--- src/rtl/dp_tcdm_port_scheduler.sv ---
// Shared TCDM read-port scheduler for one dot-product unit: owns the matrix/vector mux select,
// bounds each ownership burst and drains outstanding reads before flipping the select.
module dp_tcdm_port_scheduler #(
    parameter int OUTST_W = 4
) (
    input  logic               clk_i,
    input  logic               rst_ni,
    input  logic               clear_i,
    input  logic               enable_i,
    input  logic [7:0]         burst_len_i,
    input  logic               mat_req_i,
    input  logic               vec_req_i,
    input  logic               port_req_i,
    input  logic               port_gnt_i,
    input  logic               port_r_valid_i,
    output logic               sel_o,
    output logic               gate_o,
    output logic               switch_o,
    output logic [OUTST_W-1:0] outstanding_o,
    output logic               err_o
);

    typedef enum logic [1:0] {
        MAT_OWN   = 2'd0,
        MAT_DRAIN = 2'd1,
        VEC_OWN   = 2'd2,
        VEC_DRAIN = 2'd3
    } state_e;

    state_e             state_q;
    logic [7:0]         grant_cnt_q;
    logic [OUTST_W-1:0] outst_q;
    logic               sel_q;
    logic               switch_q;
    logic               err_q;

    logic               beat;
    logic               is_drain;
    logic               cur_req;
    logic               oth_req;
    logic [8:0]         grant_cnt_d;
    logic [8:0]         burst_eff;
    logic               release_own;
    logic               outst_empty;
    logic               outst_full;
    logic               outst_inc;
    logic               outst_dec;
    logic               err_set;

    // Grant counter only matters relative to an 8-bit burst length, so it sticks at the top.
    function automatic logic [7:0] sat_grant_cnt(input logic [8:0] cnt);
        return cnt[8] ? 8'hFF : cnt[7:0];
    endfunction

    function automatic logic [OUTST_W-1:0] outst_next(input logic [OUTST_W-1:0] cnt,
                                                      input logic inc, input logic dec);
        logic [OUTST_W-1:0] nxt;
        nxt = cnt;
        if (inc && !dec) nxt = cnt + 1'b1;
        if (dec && !inc) nxt = cnt - 1'b1;
        return nxt;
    endfunction

    assign beat        = port_req_i & port_gnt_i;
    assign is_drain    = (state_q == MAT_DRAIN) || (state_q == VEC_DRAIN);
    assign cur_req     = sel_q ? vec_req_i : mat_req_i;
    assign oth_req     = sel_q ? mat_req_i : vec_req_i;
    assign grant_cnt_d = {1'b0, grant_cnt_q} + {8'd0, beat};
    assign burst_eff   = (burst_len_i == 8'd0) ? 9'd1 : {1'b0, burst_len_i};
    assign release_own = oth_req & (~cur_req | (grant_cnt_d >= burst_eff));

    // A beat at saturation is absorbed only if a response retires one in the same cycle.
    assign outst_empty = (outst_q == '0);
    assign outst_full  = &outst_q;
    assign outst_dec   = port_r_valid_i & ~outst_empty;
    assign outst_inc   = beat & ~(outst_full & ~outst_dec);
    assign err_set     = (port_r_valid_i & outst_empty) | (beat & outst_full & ~outst_dec);

    always_ff @(posedge clk_i or negedge rst_ni) begin
        if (!rst_ni) begin
            state_q     <= MAT_OWN;
            grant_cnt_q <= 8'd0;
            outst_q     <= '0;
            sel_q       <= 1'b0;
            switch_q    <= 1'b0;
            err_q       <= 1'b0;
        end else if (clear_i) begin
            state_q     <= MAT_OWN;
            grant_cnt_q <= 8'd0;
            outst_q     <= '0;
            sel_q       <= 1'b0;
            switch_q    <= 1'b0;
            err_q       <= 1'b0;
        end else begin
            outst_q  <= outst_next(outst_q, outst_inc, outst_dec);
            switch_q <= 1'b0;
            if (err_set) err_q <= 1'b1;
            if (enable_i) begin
                case (state_q)
                    MAT_OWN: begin
                        grant_cnt_q <= sat_grant_cnt(grant_cnt_d);
                        if (release_own) state_q <= MAT_DRAIN;
                    end
                    VEC_OWN: begin
                        grant_cnt_q <= sat_grant_cnt(grant_cnt_d);
                        if (release_own) state_q <= VEC_DRAIN;
                    end
                    MAT_DRAIN: begin
                        if (outst_empty) begin
                            state_q     <= VEC_OWN;
                            sel_q       <= 1'b1;
                            switch_q    <= 1'b1;
                            grant_cnt_q <= 8'd0;
                        end
                    end
                    VEC_DRAIN: begin
                        if (outst_empty) begin
                            state_q     <= MAT_OWN;
                            sel_q       <= 1'b0;
                            switch_q    <= 1'b1;
                            grant_cnt_q <= 8'd0;
                        end
                    end
                    default: state_q <= MAT_OWN;
                endcase
            end
        end
    end

    assign sel_o         = sel_q;
    assign gate_o        = is_drain | ~enable_i;
    assign switch_o      = switch_q;
    assign outstanding_o = outst_q;
    assign err_o         = err_q;

endmodule

--- config.mk ---
export PLATFORM = sky130hd
export DESIGN_NAME = dp_tcdm_port_scheduler
export DESIGN_NICKNAME = d
export VERILOG_FILES = /design/src/rtl/dp_tcdm_port_scheduler.sv
export SDC_FILE = /design/constraint.sdc
export NUM_CORES = 1
export LEC_CHECK = 0
export CAP_MARGIN = 30
export CORE_AREA = 5 5 59 61
export DETAILED_ROUTE_END_ITERATION = 8
export DIE_AREA = 0 0 64 66
export PLACE_DENSITY_LB_ADDON = 0.25
export SLEW_MARGIN = 20
export SYNTH_ARGS = -nofsm -noshare
export SYNTH_HDL_FRONTEND = slang
export SYNTH_SLANG_ARGS = --single-unit
--- constraint.sdc ---
create_clock -name clk_i -period 3.3 [get_ports clk_i]
set_clock_uncertainty 0.1 [all_clocks]
set_input_delay 0.33 -clock clk_i [delete_from_list [all_inputs] [get_ports clk_i]]
set_output_delay 0.33 -clock clk_i [all_outputs]
set_load 0.01 [all_outputs]
---- After elaboration in Yosys (flattened, before gate mapping) ----
Index checks and enable logic that the tools add are counted.
cells by class
  bitwise gates (word level) .............. 16
  muxes and demuxes ....................... 29
  magnitude comparators ................... 1
  equality and inequality tests ........... 8
  reduce and logical (&&, ||, !) cells .... 18
  $add $sub $neg .......................... 3
operators with widths
  kind                 count
  $mux 8               5
  $pmux 8 s2           1
  $mux 1               12
  $mux 2               6
  $mux 4               3
  $ne 3x3->1 const B   4
  $add 8x1->9          1
  $ge 9x8->1           1
  $and 1x1->1          8
  $logic_not 8->1      1
  $pmux 2 s4           1
  $reduce_and 4->1     2
  $reduce_bool 3->1    2
  $not 1->1            5
  $reduce_and 5->1     1
  $add 4x1->4 const B  1
  $eq 2x2->1 const B   2
  $logic_not 4->1      1
  $reduce_bool 2->1    2
  $reduce_or 2->1      2
  $sub 4x1->4 const B  1
  $ne 3x1->1 const B   1
  $or 1x1->1           3
  $eq 2x1->1 const B   1
  other kinds (6)      8
storage, ports and cells
  logic and storage cells ................. 81
  register bits ........................... 17

---- Logic depth before layout (Yosys ltp) ----
Gate-level depths: netlist (run 1).
  word-level depth ........................ 11
  gate-level depth with buffers ........... 13
  gate-level depth less buffers ........... 12

---- Worst setup path after synthesis (run 1) ----
OpenSTA, ideal clock, no wires.
  kind .................................... input to register
  start point ............................. input port port_req_i
  end point ............................... register state_q[0]
  stages .................................. 13
  path slack .............................. 0.485 ns
  library setup time ...................... 0.133 ns
  arrival ................................. 2.582 ns
  data required time ...................... 3.067 ns
  cell sequence ........................... and2_1 clkbuf_1 ha_1 ha_1 and3_1 and3_1 xor2_1 ha_1 a21oi_1 o221ai_1 nor3_2 and2_1 o32ai_2
on the way
  longest elaborated chain between the ends .. 7
  elaborated cells on any way between the ends .. 8
RTL lines
  item                          line  text
  start, declared               13    input logic port_req_i,
  $and 1x1->1 *                 64    assign beat = port_req_i & port_gnt_i;
  $add 8x1->9 *                 68    assign grant_cnt_d = {1'b0, grant_cnt_q} + {8'd0, beat};
  $ge 9x8->1 *                  70    assign release_own = oth_req & (~cur_req | (grant_cnt_d >= burst_eff));
  $or 1x1->1 *                  70
  $and 1x1->1 *                 70
  $ne 3x3->1 (no line)          -
  $reduce_and 5->1 (no line) *  -
  end signal, assigned          81    state_q <= MAT_OWN;
  end signal, assigned          88    state_q <= MAT_OWN;
  end signal, assigned          102   if (release_own) state_q <= MAT_DRAIN;
  end, declared                 30    state_e state_q;
Mark *: on every way between the ends. The rest lies on a longest branch, timed or not.
A chain may end at the register's enable or synchronous reset.

---- Final worst setup path (run 1) ----
Same ends and word-level chain as after synthesis.

==> results of run 1 <==
-- cells in the mapped netlist (2+ instances only) --
| cell type | count |
|---|---|
| a21oi_1 | 14 |
| a31oi_1 | 2 |
| and2_1 | 4 |
| and3_1 | 6 |
| clkbuf_1 | 3 |
| dfrtp_1 | 17 |
| ha_1 | 16 |
| inv_1 | 17 |
| mux2i_1 | 3 |
| nand2_1 | 11 |
| nand3_1 | 3 |
| nand3b_1 | 4 |
| nor2_1 | 11 |
| nor3_1 | 3 |
| o21ai_0 | 8 |
| o21ai_1 | 6 |
| xnor2_1 | 4 |
| xor2_1 | 4 |
-- final cells by class --
| class | instances | area (sq um) | share of cell area, % |
|---|---|---|---|
| flip-flops and latches | 17 | 425 | 24.9 |
| well taps | 33 | 41.3 | 2.41 |
| repair buffers | 27 | 263 | 15.4 |
| clock buffers | 4 | 26.3 | 1.54 |
| multi-input cells | 123 | 892 | 52.1 |
| inverters | 17 | 63.8 | 3.73 |
-- path summary, 6_finish.rpt --
path	startpoint	to	slack, ps	cells past startpoint
max	port_req_i	state_q[0]	430	13
min	rst_ni	state_q[1]	390	1
max reg2reg	grant_cnt_q[0]	state_q[0]	650	11
min reg2reg	grant_cnt_q[0]	grant_cnt_q[0]	390	2
max in group asynchronous	rst_ni	err_o	2210	1
min in group clk_i	grant_cnt_q[0]	grant_cnt_q[0]	390	2
-- where the power goes --
part | total [W] | internal (W) | switching [W]
Sequential | 0.000305 | 0.000246 | 0.0000592
Clock | 0.000115 | 0.0000471 | 0.0000674
Combinational | 0.000435 | 0.000216 | 0.000219
Total | 0.000855 | 0.000509 | 0.000346
-- cells by family (layout without fill, tap and decap cells) --
group | Yosys count | in the layout | synth area share [%]
flip-flops | 17 | 17 | 30.1
XOR/XNOR | 8 | 8 | 4.96
multiplexers | 3 | 3 | 2.13
adder cells (fa/ha/maj) | 17 | 17 | 15.6
AND/OR/NAND/NOR | 53 | 53 | 21.5
buffers and inverters | 22 | 48 | 6.65
AO/OA/AOI/OAI | 42 | 42 | 19.1
-- layer usage --
layer  part of all wire (%)  global-route usage [%]  vias to the layer above
met5                      0                       0                        -
met4                    1.7                    5.97                        0
met3                    4.2                    2.89                        7
met2                     50                    29.0                       34
met1                     44                    19.4                      613
li1                       -                       -                      627
-- through the flow --
step	total power, W	hold WS, ps	std cells	setup slack [ps]	instance area [sq um]
floorplan	0.000583	-65.6	162	485	1410
global placement	0.000726	372	217	164	1690
detailed placement	0.000746	371	217	120	1690
CTS	0.000865	393	221	442	1710
global route	0.000932	411	221	231	1710
finish	0.000855	391	221	435	1710
-- worst reg2reg max path: stages, from the launching register on --
cell and delay (ps):
dfrtp_1 400, ha_1 230, ha_1 200, and3_1 190, and3_1 210, xor2_1 150
ha_1 310, a21oi_1 140, o221ai_1 140, nor3_2 180, and2_1 190, o32ai_2 90
-- flip-flops by register name, summed over array words and instances, names as in the netlist --
register       cells
state_q            2
outstanding_o      4
err_o              1
sel_o              1
switch_o           1
grant_cnt_q        8
==> flow_summary_export.csv, run 1 <==
group,metric,value,unit
sta,setup_viol,0,
synth,synthCells,162,
pwr,p_leak,0.860,nW
sta,worst_pin_slew,805,ps
route,wl_per_cell,14.7,microns
floorplanning,die_area,4220,sq um
sta,layout_min_cycle_time,2870,ps
cells_and_area,post-route-util,58.5,%
cells_and_area,antenna_cells,0,
floorplanning,coreArea,2930,sq um
route,firstDrtPassIters,4,
floorplanning,rows,20,
cts,path_clk_slew,100,ps
grt,gr-total-overflow,0,
synth,netlist_area,1410,sq um
synth,ys_async_sr_fraction,100,%
floorplanning,die_y,66,microns
run,maxCapViolCount,0,
cells_and_area,final_common_cell,"clkdlybuf4s50_1",
sta,tns,0,ps
cells_and_area,drive_gt1_share,5.85,%
synth,ys_seq_area_share,30.1,%
sta,finalHoldViolations,0,
grt,grt_pass1_vias,1268,
grt,grt.total_usage,16.3,%
cts,post_cts_buffers,0,
route,vias_per_cell,5.80,
setup_path,crit_arrival,2950,ps
synth,synth_warnings,0,
cts,cts_buffers,3,
grt,grt_pass1_wl,5.56,mm
cts,cts_resized,0,
floorplanning,start_util,48.2,%
floorplanning,pin_count,25,
synth,yosys.area.top_type,"dfrtp_1",
setup_path,critPathKind,"in2reg",
grt,grt_max_degree,18,
cts,insertion_delay,290,ps
synth,yosys.area.top_type_share,30.1,%
setup_path,path_max_fanout,3,
cts,cts.path.max_buffers,2,
route,finalWirelength,3.25,mm
synth,syn_area_per_cell,8.71,sq um
cts,htreeDepth,1,
route,drtIter0Drc,73,
cells_and_area,nets,223,
placement,io_buffers,24,
setup_path,cpMostUsedCell,"ha_1",
synth,synth.net_count,196,
setup_path,crit_slowest_cell,"clkdlybuf4s50_1",
synth,yosys_register_bits,17,
floorplanning,die_w,64,microns
sta,maxSlewViolCount,0,
setup_path,cp_cell_sequence,"clkdlybuf4s50_1, and2_1, ha_1, ha_1, and3_1, and3_1, xor2_1, ha_1, a21oi_1, o221ai_1, nor3_2, and2_1, o32ai_2",
cts,postCtsHoldBufs,0,
placement,place_hpwl,2.56,mm
placement,gp_congestion,0.826,
route,drc,0,
cells_and_area,fillers,286,
setup_path,path_buf_inv,1,
setup_path,critPathTopFamily,"simple AND/OR/NAND/NOR gates",
cells_and_area,layout_common_cells,"clkdlybuf4s50_1 (24), inv_1 (17), dfrtp_1 (17)",
setup_path,worstPathRequired,3380,ps
cts,cts_tree,"built",
setup_path,startpoint_type,"input port",
min_path,hp-class,"in2async",
synth,synth_area_leaders,"dfrtp_1 (30%), ha_1 (14%), a21oi_1 (5.0%), inv_1 (4.5%), nand2_1 (2.9%)",
sta,rsz0062_at_grt,"false",
pwr,p_per_area,499,nW/um^2
sta,slew_headroom,46.2,%
setup_path,cp-end-kind,"flop",
cts,ctsRootBufferMaster,"clkbuf_4",
sta,fmax,0.349,GHz
grt,antenna_found_initial,0,
run_status,outcome,"complete, no violations",
route,routed-via-count,1281,
cts,cts_sinks,17,
synth,synthFlopType,"dfrtp_1",
pwr,irDropWorstVdd,0.411,mV
synth,synth.distinct_cells,44,
setup_path,cp_slowest_stage_delay,410,ps
sta,period_share,86.8,%
synth,synth_edf_count,0,
cells_and_area,syn2layout_area_growth,21.3,%
route,postRouteAntennaNets,0,
Note: power is estimated with default switching activity, not from simulation.
==> run 2, diff against run 1 <==
--- a/config.mk
+++ b/config.mk
@@ -6,9 +6,10 @@
 export NUM_CORES = 1
 export LEC_CHECK = 0
 export CAP_MARGIN = 30
-export CORE_AREA = 5 5 59 61
+export CORE_AREA = 5 5 54 56
 export DETAILED_ROUTE_END_ITERATION = 8
-export DIE_AREA = 0 0 64 66
+export DIE_AREA = 0 0 59 61
+export DONT_BUFFER_PORTS = 1
 export PLACE_DENSITY_LB_ADDON = 0.25
 export SLEW_MARGIN = 20
 export SYNTH_ARGS = -nofsm -noshare
==> flow_summary_export.csv, run 2 (same netlist as run 1, synthesis figures left out) <==
group,metric,value,unit
sta,worst_pin_slew,822,ps
grt,grt_max_degree,18,
cts,cts_buffers,3,
pwr,p_comb_share,42.7,%
cells_and_area,syn2layout_area_growth,3.81,%
cts,cts_sinks,17,
cts,cts.path.max_buffers,2,
floorplanning,pin_count,25,
min_path,hold_depth,1,
route,drtIter0Drc,36,
placement,io_buffers,0,
cells_and_area,nets,198,
setup_path,worstPathRequired,3390,ps
route,finalWirelength,3.14,mm
cts,post_cts_buffers,0,
min_path,min_to,"sel_o",
route,firstDrtPassIters,4,
setup_path,crit_arrival,2870,ps
floorplanning,die_y,61,microns
floorplanning,rows,18,
setup_path,r2r_start,"grant_cnt_q[0]",
setup_path,cp-end-kind,"flop",
setup_path,critPathKind,"reg2reg",
floorplanning,coreArea,2390,sq um
setup_path,path_buf_inv,0,
setup_path,reg2reg_to,"state_q[0]",
sta,slew_headroom,45.0,%
setup_path,startpoint_type,"flop",
setup_path,crit_slowest_cell,"dfrtp_1",
pwr,irDropWorstVdd,0.394,mV
sta,tns,0,ps
pwr,intPower,0.000438,W
sta,period_share,84.2,%
grt,antenna_found_initial,0,
route,wl_per_cell,16.2,microns
setup_path,path_max_fanout,5,
cells_and_area,post-route-util,61.4,%
placement,gp_congestion,0.843,
cts,path_clk_slew,100,ps
cells_and_area,fillers,214,
grt,grt.total_usage,18.8,%
grt,grt_pass1_vias,1203,
cts,cts_tree,"built",
cells_and_area,layout_common_cells,"inv_1 (17), dfrtp_1 (17), ha_1 (16)",
pwr,p_clk_share,15.2,%
sta,finalHoldViolations,0,
sta,rsz0062_at_grt,"false",
setup_path,cpMostUsedCell,"ha_1",
pwr,p_per_area,522,nW/um^2
run,maxCapViolCount,0,
floorplanning,die_area,3600,sq um
placement,place_hpwl,2.46,mm
pwr,p_seq_share,42.1,%
setup_path,reg2reg_setup_slack,520,ps
setup_path,critPathTopFamily,"simple AND/OR/NAND/NOR gates",
route,vias_per_cell,6.15,
cells_and_area,drive_gt1_share,4.91,%
grt,gr-total-overflow,0,
pwr,netSwitchingPower,0.000327,W
setup_path,cp_cell_sequence,"ha_1, ha_1, and3_1, and3_1, xor2_1, ha_1, a21oi_1, o221ai_1, nor3_2, and2_1, o32ai_2",
cells_and_area,top_register,"grant_cnt_q",
sta,setup_viol,0,
min_path,hp-class,"in2reg",
run_status,outcome,"complete, no violations",
sta,layout_min_cycle_time,2780,ps
floorplanning,start_util,59.1,%
setup_path,cp_slowest_stage_delay,400,ps
pwr,sw_frac_of_total,42.7,%
sta,maxSlewViolCount,0,
cts,ctsRootBufferMaster,"clkbuf_4",
pwr,p_leak,0.761,nW
cts,insertion_delay,300,ps
route,routed-via-count,1187,
cts,htreeDepth,1,
route,postRouteAntennaNets,0,
cells_and_area,largest_reg_flops,8,
grt,grt_pass1_wl,4.97,mm
setup_path,ff2ff_path_depth,11,
cells_and_area,antenna_cells,0,
sta,fmax,0.360,GHz
route,drc,0,
floorplanning,die_w,59,microns
min_path,hp-start,"enable_i",
run 2: cell count changes in the layout (fill, tap and decap cells not counted):
| cell | before | now |
|---|---|---|
| buf_4 | 3 | 0 |
| clkdlybuf4s50_1 | 24 | 0 |
| dlygate4sd3_1 | 0 | 2 |
run 2: what timing repair did:
item                                   CTS  global route
setup endpoints to repair                0             0
endpoints found under the hold margin   23             0
hold buffers                             2             0
resized for setup                        0             0
run 2: final cells by class:
| class | instances | area [sq um] | share of cell area [%] |
|---|---|---|---|
| Clock buffer | 4 | 26.3 | 1.79 |
| Sequential cell | 17 | 425 | 29.0 |
| Multi-Input combinational cell | 123 | 892 | 60.9 |
| Inverter | 17 | 63.8 | 4.36 |
| Tap cell | 30 | 37.5 | 2.56 |
| Timing Repair Buffer | 2 | 20.0 | 1.37 |
run 2: power by group through the flow:
stage | combinational, W | sequential, W | clock [W]
floorplan | 0.000273 | 0.000310 | 0
global placement | 0.000307 | 0.000325 | 0
detailed placement | 0.000322 | 0.000327 | 0
CTS | 0.000331 | 0.000322 | 0.000118
global route | 0.000374 | 0.000329 | 0.000129
finish | 0.000327 | 0.000322 | 0.000116
run 2: worst max path at each step:
stage | start | to | slack (ps) | cells after the start
floorplan | port_req_i | state_q[0] | 490 | 13
global route | grant_cnt_q[0] | state_q[0] | 310 | 11
global placement | port_req_i | state_q[0] | 450 | 12
detailed placement | port_req_i | state_q[0] | 370 | 12
finish | grant_cnt_q[0] | state_q[0] | 520 | 11
CTS | grant_cnt_q[0] | state_q[0] | 510 | 11
run 2: through the flow:
stage	area (sq um)	instances	total power (W)	hold slack (ps)	setup WS [ps]
after floorplan	1410	162	0.000583	-65.6	485
after global placement	1420	187	0.000632	-65.2	449
after CTS	1470	193	0.000772	19.9	508
after global routing	1470	193	0.000832	33.6	314
final	1470	193	0.000765	24.9	521
after detailed placement	1420	187	0.000649	-65.2	370
run 2: per-layer routing:
layer	vias up	part of all wire (%)	wire length, microns	global-route usage (%)
li1	586	-	-	-
met1	553	42	1330	20.7
met2	43	49	1550	33.4
met3	5	6.5	205	4.26
met4	0	1.8	55	10.7
met5	-	0	0	0
